**src/rtl/bus_arbiter_pkg.sv**
```systemverilog
// Shared owner encoding and grant decode for the four-master bus arbiter.
package bus_arbiter_pkg;

  localparam int BUS_OWNER_W     = 2;
  localparam int BUS_NUM_MASTERS = 4;

  typedef enum logic [BUS_OWNER_W-1:0] {
    BUS_OWNER_MASTER_0 = 2'd0,
    BUS_OWNER_MASTER_1 = 2'd1,
    BUS_OWNER_MASTER_2 = 2'd2,
    BUS_OWNER_MASTER_3 = 2'd3
  } bus_owner_e;

  // Active-low one-cold grant vector for the given owner.
  function automatic logic [BUS_NUM_MASTERS-1:0] bus_owner_grant_n(input bus_owner_e owner);
    logic [BUS_NUM_MASTERS-1:0] g;
    g = '1;
    g[owner] = 1'b0;
    return g;
  endfunction

endpackage

```
**src/rtl/bus_arb_rr_pick.sv**
```systemverilog
// Rotating search for the next requester after the current owner; the owner
// itself is never a candidate.
module bus_arb_rr_pick
  import bus_arbiter_pkg::*;
(
  input  bus_owner_e                 owner_i,
  input  logic [BUS_NUM_MASTERS-1:0] req_n_i,
  output bus_owner_e                 next_owner_o,
  output logic                       valid_o
);

  logic [BUS_OWNER_W-1:0] cand;

  // Walk from the farthest candidate to the nearest so the nearest requester wins.
  always_comb begin
    next_owner_o = owner_i;
    valid_o      = 1'b0;
    cand         = '0;
    for (int k = BUS_NUM_MASTERS - 1; k >= 1; k--) begin
      cand = owner_i + 2'(k);
      if (!req_n_i[cand]) begin
        next_owner_o = bus_owner_e'(cand);
        valid_o      = 1'b1;
      end
    end
  end

endmodule

```
**src/rtl/bus_arbiter.sv**
```systemverilog
// Round-robin arbiter for four active-low bus masters with registered ownership.
// Optional hold watchdog enabled by defining BUS_ARB_TIMEOUT_EN.
module bus_arbiter
  import bus_arbiter_pkg::*;
#(
  parameter int TIMEOUT_CYCLES = 256
) (
  input  logic clk,
  input  logic reset,
  input  logic m0_req_,
  input  logic m1_req_,
  input  logic m2_req_,
  input  logic m3_req_,
  output logic m0_grnt_,
  output logic m1_grnt_,
  output logic m2_grnt_,
  output logic m3_grnt_,
  output logic bus_timeout
);

  logic [BUS_NUM_MASTERS-1:0] reqN;
  logic [BUS_NUM_MASTERS-1:0] ownerMask;
  logic                       ownerReq;
  logic                       othersWait;
  bus_owner_e                 owner_q, owner_d;
  bus_owner_e                 pickOwner;
  logic                       pickValid;

  assign reqN       = {m3_req_, m2_req_, m1_req_, m0_req_};
  assign ownerMask  = ~bus_owner_grant_n(owner_q);
  assign ownerReq   = ~reqN[owner_q];
  assign othersWait = |(~reqN & ~ownerMask);

  bus_arb_rr_pick u_pick (
    .owner_i      (owner_q),
    .req_n_i      (reqN),
    .next_owner_o (pickOwner),
    .valid_o      (pickValid)
  );

`ifdef BUS_ARB_TIMEOUT_EN
  localparam int CNT_W = $clog2(TIMEOUT_CYCLES + 1);

  logic [CNT_W-1:0] cnt_q, cnt_d;
  logic             timeout_q, timeout_d;

  // Release hands over to the next requester; while holding, the watchdog
  // counts cycles in which someone else waits and forces a handover on expiry.
  always_comb begin
    owner_d   = owner_q;
    cnt_d     = cnt_q;
    timeout_d = 1'b0;
    if (!ownerReq) begin
      if (pickValid) begin
        owner_d = pickOwner;
      end
      cnt_d = '0;
    end else if (!othersWait) begin
      cnt_d = '0;
    end else if (cnt_q == CNT_W'(TIMEOUT_CYCLES)) begin
      owner_d   = pickOwner;
      cnt_d     = '0;
      timeout_d = 1'b1;
    end else begin
      cnt_d = cnt_q + 1'b1;
    end
  end

  always_ff @(posedge clk) begin
    if (reset) begin
      owner_q   <= BUS_OWNER_MASTER_0;
      cnt_q     <= '0;
      timeout_q <= 1'b0;
    end else begin
      owner_q   <= owner_d;
      cnt_q     <= cnt_d;
      timeout_q <= timeout_d;
    end
  end

  assign bus_timeout = timeout_q;
`else
  logic unused_timeout_cfg;

  // Without the watchdog the owner keeps the bus for as long as it requests.
  always_comb begin
    owner_d = owner_q;
    if (!ownerReq && pickValid) begin
      owner_d = pickOwner;
    end
  end

  always_ff @(posedge clk) begin
    if (reset) begin
      owner_q <= BUS_OWNER_MASTER_0;
    end else begin
      owner_q <= owner_d;
    end
  end

  assign unused_timeout_cfg = ^TIMEOUT_CYCLES ^ othersWait;
  assign bus_timeout        = 1'b0;
`endif

  assign {m3_grnt_, m2_grnt_, m1_grnt_, m0_grnt_} = bus_owner_grant_n(owner_q);

endmodule

```
**config.mk**
```make
export PLATFORM = sky130hd
export DESIGN_NAME = bus_arbiter
export DESIGN_NICKNAME = d
export VERILOG_FILES = /design/src/rtl/bus_arbiter_pkg.sv /design/src/rtl/bus_arb_rr_pick.sv /design/src/rtl/bus_arbiter.sv
export SDC_FILE = /design/constraint.sdc
export NUM_CORES = 1
export LEC_CHECK = 0
export BUFFER_PORTS_ARGS = -buffer_cell sky130_fd_sc_hd__clkbuf_2
export CORE_AREA = 4 4 41 43
export CTS_BUF_LIST = sky130_fd_sc_hd__clkbuf_4 sky130_fd_sc_hd__clkbuf_8 sky130_fd_sc_hd__clkbuf_16
export DETAILED_ROUTE_END_ITERATION = 6
export DIE_AREA = 0 0 45 47
export HOLD_SLACK_MARGIN = 0.1
export PLACE_DENSITY = 0.49
export SYNTH_ARGS = -nofsm -noshare
export SYNTH_HDL_FRONTEND = slang
export SYNTH_SLANG_ARGS = --single-unit
```
**constraint.sdc**
```tcl
create_clock -name clk -period 4.7 [get_ports clk]
set_input_delay 0 -clock clk [delete_from_list [all_inputs] [get_ports clk]]
set_output_delay 0 -clock clk [all_outputs]
set_load 0.01 [all_outputs]
```
### Word level (Yosys, flattened, before mapping)

Index checks and enable logic that the tools add are counted.
Widths: inputs -> output; s select.

| operators by class | value |
|---|---|
| $add $sub $neg | 3 |
| magnitude comparators | 5 |
| equality and inequality tests | 1 |
| multiplexer cells | 16 |
| bitwise gates (word level) | 1 |
| reductions and logical operators | 3 |

Operators with widths:

| kind | number |
|---|---|
| $lt 2x3->1 const B | 4 |
| $bmux 1 s2 | 4 |
| $mux 1 | 8 |
| $mux 2 | 3 |
| $add 2x2->2 const B | 2 |
| $not 4->4 | 1 |
| $ne 3x3->1 const B | 1 |
| $add 2x1->2 const B | 1 |
| $demux 1 s2 | 1 |
| $ge 2x1->1 const B | 1 |
| $logic_and 1x1->1 | 2 |
| $reduce_and 2->1 | 1 |

| word-level totals | value |
|---|---|
| register bits after elaboration | 2 |
| input bits | 6 |
| output and inout bits | 5 |
| logic and storage cells | 30 |

### Depth between registers and ports, before layout

| depth | value |
|---|---|
| word-level depth | 8 |
| mapped depth | 7 |
| mapped depth without buffers | 6 |

### Cells and area by module

From an unflattened synthesis, not the netlist that was laid out.

| unflattened totals | value |
|---|---|
| cell total of the unflattened synthesis | 40 |
| area, all modules | 282.8 µm² |

Modules (own cells, without submodules):

| module | instances | cells an instance | area each (µm²) | seq. area each (µm²) |
|---|---|---|---|---|
| bus_arbiter | 1 | 19 | 160.2 | 40.0 |
| bus_arb_rr_pick | 1 | 21 | 122.6 | 0.0 |

### Worst setup path before layout

OpenSTA, ideal clock, no wires.

| timing path | value |
|---|---|
| path kind | flip-flop to flip-flop |
| start point | register owner_q[0] |
| end point | register owner_q[0] |
| library setup time | 0.123 ns |
| arrival time | 1.717 ns |
| path slack | 2.859 ns |
| cell stages (with the launch flop) | 7 |
| buffers on the path | 1 |
| period minus slack after synthesis | 1.841 ns |
| cells stage by stage | dfxtp_1 -> buf_6 -> inv_1 -> ha_1 -> mux4_2 -> a221oi_2 -> mux2_1 |

| on the way | value |
|---|---|
| word-level cells in the longest chain between the ends | 8 |

RTL lines:

| item | line | RTL |
|---|---|---|
| start, declared | bus_arbiter.sv:25 | `bus_owner_e owner_q, owner_d;` |
| start signal, assigned | bus_arbiter.sv:97 | `owner_q <= owner_d;` |
| $add 2x2->2 | bus_arb_rr_pick.sv:20 | `cand = owner_i + 2'(k);` |
| $bmux 1 s2 | bus_arb_rr_pick.sv:21 | `if (!req_n_i[cand]) begin` |
| $mux 1 (not written as such) | bus_arb_rr_pick.sv:21 |  |
| $mux 1 (3 in a row) | bus_arb_rr_pick.sv:21 |  |
| $logic_and 1x1->1 | bus_arbiter.sv:88 | `if (!ownerReq && pickValid) begin` |
| $reduce_and 2->1 (no source line) | - |  |

Parallel ways exist; a longest one is shown, timed or not. The select of a mux whose other input is x is not followed.
A chain may end at the register's enable or synchronous reset.

### Worst setup path in the final report

Ends and elaborated chain as after synthesis.

==> implementation parameters <==
Parameter                              Value

Run status
  Run status ... finished clean

GRT
  Overall routing resource usage ... 7.60%
  Global route total overflow ... 0
  Pin count of the biggest net entering global routing ... 13
  Antenna violations before repair ... 0
  Number of global-route vias before repair ... 282
  Wire length of the first global-routing pass ... 1.15 mm

STA
  Final Critical Period ... 2.14 ns
  TNS Setup ... 0 ns
  Worst setup margin ... 2.56 ns
  Number of failing hold endpoints at the final stage ... 0
  Clock skew after layout ... 0.00521 ns
  Total of endpoints with negative setup slack in the final report ... 0
  Final worst path period share ... 45.6%
  RSZ-0062 raised after global routing ... no
  Final number of max-transition violations ... 0
  FMAX ... 0.466 GHz

Yosys
  Multiplexer share of the synthesized area ... 23.3%
  Main combinational cell family by area after synthesis ... multiplexers
  Synth Area in Compound Gates ... 17.7%
  Simple-gate share of the synthesized area ... 16.2%
  Number of distinct library cells after synthesis ... 21
  Number of storage elements in the synthesis netlist ... 2
  XOR/XNOR Fraction of Synth Area ... 0%
  Number of instances in the synthesized netlist ... 40
  Post-synth design cell area ... 333 sq um
  Number of warnings issued by yosys ... 0
  Post-synthesis sequential area ratio ... 12.0%
  Number of nets in the synthesized netlist ... 50
  Synth Area per Inst ... 8.32 sq um
  Adder-cell share of the synthesized area ... 15.0%

Clocking
  TritonCTS buffer count ... 3
  Worst-path clk slew ... 0.03 ns
  Clock tree from TritonCTS ... yes
  Clock insertion delay at the later pin of the skew report ... 0.22 ns
  Num Clock Sinks ... 2
  Maximum count of clock buffers along a single path ... 2
  H-Tree Depth ... 1
  CTS root buf ... clkbuf_4

Drt
  Number of design rule violations left after detail routing ... 0
  Number of design-rule violations left by the first detailed-router iteration ... 5
  WL per Instance ... 10.4 um
  Number of antenna-violating nets in the routed design ... 0
  Iteration count of the initial detailed-routing pass ... 4
  Total number of vias ... 312
  Detailed Route WL ... 685 um
  Ratio of routed vias to standard cells ... 4.73

Critical path
  Kind of end point of the critical path ... register
  Peak fanout along the critical path ... 12
  Crit Reg-Reg Startpoint ... owner_q[0]
  Critical Path AT ... 2.25 ns
  Path depth of the worst reg2reg path ... 5
  Reg-to-Reg End ... owner_q[0]
  Crit path to ... owner_q[0]
  Worst EP required ... 4.81 ns
  Reg2Reg Setup Slack ... 2.56 ns
  Category of the critical setup timing path ... reg2reg
  Beginning of the critical path ... owner_q[0]
  Setup crit start kind ... register

Floorplan
  Starting Density ... 25.6%
  Total die area ... 2120 sq um
  DIE WIDTH ... 45 um
  Top-level port count ... 11
  Core Footprint ... 1300 sq um
  Number of core rows ... 13
  Vertical die dimension ... 47 um

Placement
  Gpl congestion ... 0.698
  Number of buffers inserted by port buffering ... 9
  Pre-CTS setup slack ... 2.54 ns
  Dpl hpwl ... 509 um

Cells and area
  Register name with the most flops ... owner_q
  Number of flip-flops in the largest register ... 2
  Layout-stage area growth over the synthesis result ... 23.3%
  Registers with the most flip-flops ... owner_q (2)
  Fin nets ... 63
  Most frequent cells in the layout ... clkbuf_2, inv_1, nand3_1, ha_1, clkbuf_4
  Ratio of cells with drive above 1 in the final layout ... 31.4%
  Filler cell count in the final layout ... 138
  Antenna Diode Count ... 0
  Most common cell after layout, fill and taps aside ... clkbuf_2

Worst hold path
  Worst min path class ... in2reg

Power and ir drop
  Total power divided by cell area ... 478 nW/um^2
  Total chip power ... 0.196 mW
  Largest voltage drop on the vdd net ... 0.127 mV
  Static leakage power ... 0.184 nW

Flow run
  Max-Cap Viols ... 0
-- report_power, final --
part	switching, mW	total [mW]	internal (mW)	leakage (nW)
Combinational	0.0546	0.113	0.0587	0.154
Clock	0.00904	0.0372	0.0281	0.0138
Sequential	0.0215	0.0456	0.0241	0.0165
Total	0.0851	0.196	0.111	0.184
-- worst max-delay path, cell delays in order, from the launching register on --
cell	delay, ns
dfxtp_1	0.60
inv_1	0.16
ha_1	0.36
mux4_2	0.31
a221oi_2	0.27
mux2_1	0.34
-- final cells by class --
cell class                 instances  area (sq um)  area share [%]
inverter                           8          30.0            7.32
sequential                         2          40.0            9.76
tap                               15          18.8            4.57
multi-input combinational         28           244            59.5
clock buffer                       3          22.5            5.49
timing repair buffer              10          55.1            13.4
-- cell usage after synthesis, drive strengths merged --
library cell | count | area share (%)
buf | 2 | 5.6
dfxtp | 2 | 12
nor2b | 2 | 3.8
o21ai | 1 | 1.5
mux2 | 2 | 6.8
nand2 | 2 | 2.3
mux4 | 2 | 14
ha | 4 | 15
nor2 | 2 | 2.3
a21oi | 1 | 1.5
a32oi | 1 | 2.6
conb | 1 | 1.1
a221oi | 3 | 9.8
inv | 8 | 9.0
nand3 | 4 | 6.0
a211oi | 1 | 2.3
mux2i | 1 | 3.0
and2 | 1 | 1.9
-- metrics by stage --
step / utilization, % / cell area, sq um / cells / hold slack, ns
2_1_floorplan: - / 333 / 40 / 0.0728
3_3_place_gp: 29.0 / 378 / 62 / 0.205
3_5_place_dp: 29.0 / 378 / 62 / 0.207
4_1_cts: 31.5 / 410 / 66 / 0.270
5_1_grt: 31.5 / 410 / 66 / 0.314
6_report: 31.5 / 410 / 66 / 0.273
-- cell families after synthesis --
family	count (synthesis)
buffers and inverters	10
adders and majority gates	4
and+or+nand+nor	11
muxes	5
DFF	2
AOI/OAI and AO/OA	7
other	1
-- routing by layer --
metal  wire length, um  vias up  GRT usage [%]
li1                  -      160              -
met1               308      141           9.84
met2               326        9           11.3
met3                31        2          0.383
met4                19        0           7.02
met5                 0        -              0
-- worst min path at each step --
stage / to / depth (start not counted) / slack, ns / startpoint
detailed placement: owner_q[1] / 2 / 0.21 / reset
CTS: owner_q[1] / 5 / 0.27 / m1_req_
global route: owner_q[1] / 5 / 0.31 / m1_req_
global placement: owner_q[1] / 2 / 0.21 / reset
floorplan: owner_q[1] / 1 / 0.07 / reset
finish: owner_q[1] / 5 / 0.27 / m1_req_
-- what timing repair did --
action | in CTS | in global routing
hold endpoints to repair | 2 | 0
hold buffers | 1 | 0
buffers inserted | 0 | 0
endpoints found under the setup margin | 0 | 0
resized for setup | 0 | 0
Note: power is estimated with default switching activity, not from simulation.
